File: src/rtl/prog_clock_div_if.sv
// Control and output bundle for the programmable multi-channel clock divider.
// The controller drives enables, modes and divisor loads; the divider returns the divided clocks and ticks.
interface prog_clock_div_if #(
    parameter int N_CH  = 2,
    parameter int CNT_W = 25
);
    logic [N_CH-1:0]  en;
    logic [N_CH-1:0]  mode;
    logic             sync;
    logic             load;
    logic [2:0]       load_ch;
    logic [CNT_W-1:0] load_val;
    logic [N_CH-1:0]  clk_out;
    logic [N_CH-1:0]  tick;

    modport master (
        output en, mode, sync, load, load_ch, load_val,
        input  clk_out, tick
    );

    modport slave (
        input  en, mode, sync, load, load_ch, load_val,
        output clk_out, tick
    );
endinterface

File: src/rtl/prog_clock_div.sv
// N_CH independent programmable dividers, each producing a square wave or a one-cycle pulse
// every div+1 enabled cycles, with per-channel divisor load and a global phase-align strobe.
module prog_clock_div #(
    parameter int          N_CH    = 2,
    parameter int          CNT_W   = 25,
    parameter int unsigned DEF_DIV = 24_999_999
) (
    input  logic           clk,
    input  logic           reset,
    prog_clock_div_if.slave bus
);

    localparam logic [CNT_W-1:0] DEF_DIV_C = CNT_W'(DEF_DIV);

    logic [CNT_W-1:0] cnt_q [N_CH];
    logic [CNT_W-1:0] cnt_d [N_CH];
    logic [CNT_W-1:0] div_q [N_CH];
    logic [CNT_W-1:0] div_d [N_CH];
    logic [N_CH-1:0]  mode_q,    mode_d;
    logic [N_CH-1:0]  clk_out_q, clk_out_d;
    logic [N_CH-1:0]  tick_q,    tick_d;
    logic [N_CH-1:0]  ld_hit;
    logic [N_CH-1:0]  term;

    // An out-of-range load_ch matches no channel and is therefore ignored.
    always_comb begin
        for (int i = 0; i < N_CH; i++) begin
            ld_hit[i] = bus.load && (int'(bus.load_ch) == i);
            term[i]   = (cnt_q[i] == div_q[i]);
        end
    end

    always_comb begin
        for (int i = 0; i < N_CH; i++) begin
            cnt_d[i]     = cnt_q[i];
            div_d[i]     = ld_hit[i] ? bus.load_val : div_q[i];
            mode_d[i]    = bus.mode[i];
            clk_out_d[i] = clk_out_q[i];
            tick_d[i]    = 1'b0;

            // Any realignment clear wins over a terminal event on the same edge.
            if (bus.sync || ld_hit[i] || (bus.mode[i] != mode_q[i])) begin
                cnt_d[i]     = '0;
                clk_out_d[i] = 1'b0;
            end else if (bus.en[i]) begin
                cnt_d[i]     = term[i] ? '0 : cnt_q[i] + CNT_W'(1);
                tick_d[i]    = term[i];
                clk_out_d[i] = mode_q[i] ? term[i] : (clk_out_q[i] ^ term[i]);
            end else if (mode_q[i]) begin
                clk_out_d[i] = 1'b0;
            end
        end
    end

    always_ff @(posedge clk or negedge reset) begin
        if (!reset) begin
            for (int i = 0; i < N_CH; i++) begin
                cnt_q[i] <= '0;
                div_q[i] <= DEF_DIV_C;
            end
            mode_q    <= '0;
            clk_out_q <= '0;
            tick_q    <= '0;
        end else begin
            for (int i = 0; i < N_CH; i++) begin
                cnt_q[i] <= cnt_d[i];
                div_q[i] <= div_d[i];
            end
            mode_q    <= mode_d;
            clk_out_q <= clk_out_d;
            tick_q    <= tick_d;
        end
    end

    assign bus.clk_out = clk_out_q;
    assign bus.tick    = tick_q;

endmodule

File: src/flat_wrapper.sv
// flat-port wrapper written by rule: the top's interface ports become plain ports
module prog_clock_div_flat 
#(
    parameter int          N_CH    = 2,
    parameter int          CNT_W   = 25,
    parameter int unsigned DEF_DIV = 24_999_999
)
  (clk, reset, bus_en, bus_mode, bus_sync, bus_load, bus_load_ch, bus_load_val, bus_clk_out, bus_tick);
  prog_clock_div_if #(.N_CH(N_CH), .CNT_W(CNT_W)) bus_i ();
  input  logic clk;
  input  logic reset;
  input wire logic [$bits(bus_i.en)-1:0] bus_en;
  input wire logic [$bits(bus_i.mode)-1:0] bus_mode;
  input wire logic [$bits(bus_i.sync)-1:0] bus_sync;
  input wire logic [$bits(bus_i.load)-1:0] bus_load;
  input wire logic [$bits(bus_i.load_ch)-1:0] bus_load_ch;
  input wire logic [$bits(bus_i.load_val)-1:0] bus_load_val;
  output wire logic [$bits(bus_i.clk_out)-1:0] bus_clk_out;
  output wire logic [$bits(bus_i.tick)-1:0] bus_tick;
  assign bus_i.en = bus_en;
  assign bus_i.mode = bus_mode;
  assign bus_i.sync = bus_sync;
  assign bus_i.load = bus_load;
  assign bus_i.load_ch = bus_load_ch;
  assign bus_i.load_val = bus_load_val;
  assign bus_clk_out = bus_i.clk_out;
  assign bus_tick = bus_i.tick;
  prog_clock_div #(.N_CH(N_CH), .CNT_W(CNT_W), .DEF_DIV(DEF_DIV)) u_core (.clk(clk), .reset(reset), .bus(bus_i));
endmodule
File: config.mk
export PLATFORM = sky130hd
export DESIGN_NAME = prog_clock_div_flat
export DESIGN_NICKNAME = d
export VERILOG_FILES = /design/src/rtl/prog_clock_div_if.sv /design/src/rtl/prog_clock_div.sv /design/src/flat_wrapper.sv
export SDC_FILE = /design/constraint.sdc
export NUM_CORES = 1
export LEC_CHECK = 0
export BUFFER_PORTS_ARGS = -buffer_cell sky130_fd_sc_hd__buf_2
export CAP_MARGIN = 10
export CORE_MARGIN = 8
export CORE_UTILIZATION = 30
export CTS_BUF_LIST = sky130_fd_sc_hd__clkbuf_8
export CTS_CLUSTER_DIAMETER = 200
export CTS_CLUSTER_SIZE = 24
export DETAILED_ROUTE_END_ITERATION = 12
export GPL_ROUTABILITY_DRIVEN = 0
export SLEW_MARGIN = 5
export SYNTH_ARGS = -nofsm -noshare
export SYNTH_HDL_FRONTEND = slang
export SYNTH_SLANG_ARGS = --single-unit
File: constraint.sdc
create_clock -name clk -period 2.2 [get_ports clk]
set_clock_uncertainty 0.1 [all_clocks]
set_input_delay 0.33 -clock clk [delete_from_list [all_inputs] [get_ports clk]]
set_output_delay 0.33 -clock clk [all_outputs]
set_load 0.02 [all_outputs]
# Word level (Yosys, flattened, before mapping)
# Index checks and enable logic that the tools add are counted.
# word_totals
wordCells	46
mem_bits_ro	0
mem_count	0
latchBits	0
mem_bits_rw	0
ff_bits	106
# classes
muxes	18
bitwise	2
n_mul	0
reduce_logical	11
n_lt_le_gt_ge	0
n_eq_ne	5
addsub	2
n_shift	0
div	0
# op_table
operator	n
two-way mux 25 bit	6
adder 25 x 1 -> 25 bit, second input constant	2
equality test 25 bit	2
two-way mux 1 bit	12
nonzero test 3 bit	2
logical OR 1 bit	4
nonzero test 2 bit	2
equality test 3 x 2 -> 1 bit, second input constant	1
zero test 3 bit	1
logical AND 1 bit	2
!= test 1 bit	2
XOR 1 bit	2

# Depth between registers and ports, before layout
# logic_depth
ltp_word	5
depth_mapped	8

# Worst setup path after synthesis
# Ideal clock, no wire load.
# synth_path
path_type	register to register
from	reg u_core.div_q[37] (netlist bit)
to	reg u_core.cnt_q[45] (netlist bit)
setup_ps	126
slack_ps	229
path_stages_with_launch	8
t_required_ps	1974
t_arrival_ps	1745
n_path_buf	1
path_cell_list	dfstp_2 xnor2_1 nand4_1 nor4_2 a21oi_1 buf_2 and3_1 a221o_1
# synth_between
elab_chain_len	4
# synth_rtl
element	line	source
from (decl)	prog_clock_div.sv:17	logic [CNT_W-1:0] div_q [N_CH];
from (signal, indexed assignment)	prog_clock_div.sv:67	div_q[i] <= div_d[i];
equality test 25 bit	prog_clock_div.sv:29	term[i] = (cnt_q[i] == div_q[i]);
two-way mux 25 bit	prog_clock_div.sv:46	cnt_d[i] = term[i] ? '0 : cnt_q[i] + CNT_W'(1);
two-way mux 25 bit	prog_clock_div.sv:45	end else if (bus.en[i]) begin
two-way mux 25 bit	prog_clock_div.sv:42	if (bus.sync || ld_hit[i] || (bus.mode[i] != mode_q[i])) begin
to (signal, indexed assignment)	prog_clock_div.sv:66	cnt_q[i] <= cnt_d[i];
to (decl)	prog_clock_div.sv:15	logic [CNT_W-1:0] cnt_q [N_CH];
# Every way passes these cells. The select of a mux whose other input is x is not followed.
# A chain may end at the register's enable or synchronous reset.

# Worst setup path after layout
# layout_path
from	reg u_core.cnt_q[5] (netlist bit)
to	reg u_core.cnt_q[24] (netlist bit)
# layout_between
elab_chain_len	4
# layout_rtl
element	line
adder 25 x 1 -> 25 bit or equality test 25 bit (tied branches)	prog_clock_div.sv:46, prog_clock_div.sv:29
two-way mux 25 bit (*)	prog_clock_div.sv:46
two-way mux 25 bit (*)	prog_clock_div.sv:45
two-way mux 25 bit (*)	prog_clock_div.sv:42
# Mark *: on every way between the ends. The rest lies on a longest branch, timed or not. The select of a mux whose other input is x is not followed.

==> results by group <==
Cells and area
  • Cell Count, Final, Fillers Out: 760
  • Fraction of layout instances using a drive strength above 1: 0.346
  • P&R area growth vs syn: 17.9%
  • Final instance area: about 6200 um^2
  • FILL cells: 1707
  • Ant diodes: 0
  • Layout net count: 568

Yosys
  • Yosys warnings: 0
  • Post-synth EDFFs: 0
  • Synth area leaders: dfrtp_1 (34%), dfstp_2 (17%), mux2_2 (11%)
  • Top-count cell post-synth: dfrtp_1
  • Async SR Flop Fraction: 1.00
  • Mapped cell area: 5290 um^2
  • Post-Synth XOR/XNOR Area: 0.144
  • Main combinational cell family by area after synthesis: simple AND/OR/NAND/NOR gates
  • Synth Instances: between 400 and 500
  • Post-Syn Nets: 508
  • Top post-synthesis cells by count: dfrtp_1 (72), xnor2_1 (62), mux2_2 (50)
  • Synth Area in Simple Gates: 0.189
  • Cell taking the most area after synthesis: dfrtp_1
  • Number of synthesized register bits: 106
  • Synth cell types: 43
  • Area share of the largest cell type after synthesis: 0.341
  • Compound-Gate Fraction of Synth Area: 0.0303
  • Mux cell area share after synthesis: 0.107
  • Adder-cell share of the synthesized area: 0.00473
  • Post-Syn Area per Cell: 11.2 um^2
  • Most used flip-flop cell after synthesis: dfrtp_1
  • Register area share after synthesis: 0.510

Detailed routing
  • DR WL/cell: 16.7 um
  • DRT iter0 DRCs: 248
  • Drt first pass iters: 4
  • DR DRC count: 0
  • DR vias/cell: approximately 5
  • Number of nets with antenna violations after routing: 0
  • Routed WL: between 10 and 15 mm
  • Via count: 3706

Global route
  • GRT Residual Overflow: 0
  • Global-route wire length before repair: 21.1 mm
  • Tot GR Track Use: 0.121
  • Largest net degree at the start of global routing: 47
  • Initial antenna violation count: 0
  • Number of global-route vias before repair: 3942

Timing
  • Tcrit/Tclk final: 0.945
  • RSZ-0062 raised after global routing: yes
  • Final Slew Violations: 0
  • Final hold slack: between 90 and 100 ps
  • Fmax: 481 MHz
  • Worst Tran Pin Value: 619 ps
  • Max-slew headroom: 0.587
  • Count of final setup violators: 0
  • Final min period: around 2100 ps
  • Final setup TNS: 0 ps
  • Final hold viol count: 0

Placement
  • Port Buffers: 39
  • Placed Area: 5940 um^2
  • Placed Instances: approximately 740
  • Detailed placement HPWL: 9.74 mm

Clock tree
  • Htree depth: 3
  • Root buf cell: clkbuf_8
  • Num CTS Buffers: 9
  • Post-CTS setup buffers: 0
  • Clock Path Buffers: 2
  • Reg clk slew, reported paths: 100 ps
  • TritonCTS sink count: 106
  • Worst skew pair latency: 390 ps
  • CTS tree: built

Setup path
  • Crit-path max FO: 7
  • Worst path required time: 2370 ps
  • CP Capture Type: flop
  • Worst-path cell chain: nand4_1 -> nor4_1 -> buf_4 -> nand2_1 -> and4bb_2 -> xnor2_1 -> nor2_1
  • Worst Path Arrival: 2250 ps
  • Startpoint Class: flop
  • CP top delay family: simple AND/OR/NAND/NOR gates
  • WS Path Type: reg -> reg
  • Slowest stage delay, CP: 490 ps
  • Slowest-stage cell, CP: dfrtp_1
  • WP buf/inv: 1
  • Register-to-register setup slack: 120 ps

Floorplan
  • Row count: 48
  • Full die area: 22100 um^2
  • Die height: 149 um
  • Total core area: 17200 um^2
  • Initial Util: 0.307
  • Io pins: 40
  • Chip width: between 100 and 150 um

Pwr
  • P_sw: 1.15 mW
  • Total design power: 4.31 mW
  • Peak supply drop: 0.000319 V
  • Reg power frac: 0.563
  • Pwr per Cell Area: 691 nW/um^2
  • Leakage: 2.44 nW
  • Clock power share: 0.281
  • Internal: 3.16 mW
  • Sw Share: 0.267
  • Combinational Power Share: 0.156

Status
  • Status: completed

Job
  • # Max-Cap Violations: 0

Worst hold path
  • Worst min-delay path class: in -> reg
==> kinds of logic after synthesis <==
group,Yosys count
and+or+nand+nor,186
DFF,106
xor gates and xnor gates,87
muxes,50
AOI/OAI and AO/OA,20
buffers and inverters,19
adders and majority gates,2
==> per-stage QoR <==
stage	util	setup slack [ps]
global placement	0.344	40.8
detailed placement	0.344	-23.1
floorplan	-	229
CTS	0.358	45.5
global route	0.361	-4.14
finish	0.361	120
==> path summary, 6_finish.rpt <==
kind | start | endpoint | cells past startpoint
max reg2reg | u_core.cnt_q[5] | u_core.cnt_q[24] | 7
max | u_core.cnt_q[5] | u_core.cnt_q[24] | 7
min in group asynchronous | reset | u_core.mode_q[0] | 2
min | bus_load_val[14] | u_core.div_q[39] | 2
min reg2reg | u_core.div_q[42] | u_core.div_q[42] | 1
max in group asynchronous | reset | u_core.div_q[19] | 3
==> registers in the layout, indices dropped and copies added, names as in the netlist <==
signal	count
u_core.bus.clk_out	2
u_core.bus.tick	2
u_core.cnt_q	50
u_core.div_q	50
u_core.mode_q	2
==> power groups by stage <==
stage               clock network (mW)  registers, mW  logic, mW
floorplan                            0           2.40      0.436
global placement                     0           2.46      0.636
detailed placement                   0           2.46      0.652
CTS                               1.25           2.43      0.660
global route                      1.33           2.46      0.737
finish                            1.21           2.42      0.674
==> routing by layer <==
metal  global-route usage  routed length, um  up-vias
li1                     -                  -     1769
met1                0.174               6350     1849
met2                0.176               5540       81
met3               0.0346                741        7
met4               0.0242                 96        0
met5                    0                  0        -
==> area by class of cell <==
type / count / area [um^2] / share of cell area
repair buffers: 65 / 450 / 0.0723
inverters: 3 / 11.3 / 0.00181
clock inverters: 7 / 70.1 / 0.0112
clock buffers: 9 / 124 / 0.0199
multi-input cells: 345 / 2600 / 0.417
well taps: 225 / 282 / 0.0452
flip-flops and latches: 106 / 2700 / 0.433
==> cell usage in the layout (no fill, tap or decap), drive strengths merged, types with 4 or more instances in the layout <==
cell	synthesis	final
nand4	30	30
buf	9	62
o311ai	8	8
nor3	8	8
xor2	25	25
xnor2	62	62
a221o	4	4
mux2	50	50
dfstp	34	34
dfrtp	72	72
nor4	6	6
nand3	28	28
and3	10	10
nand2	37	37
nor2	48	48
clkinv	0	5
clkbuf	7	9
==> what timing repair did <==
action                                  CTS  global route
hold buffers                              3             0
gates cloned                              0             0
pin swaps                                 0             2
gates resized for setup                   1            13
endpoints found under the setup margin    4            38
endpoints found under the hold margin    31             0
Power figures use the tool's default switching activity.
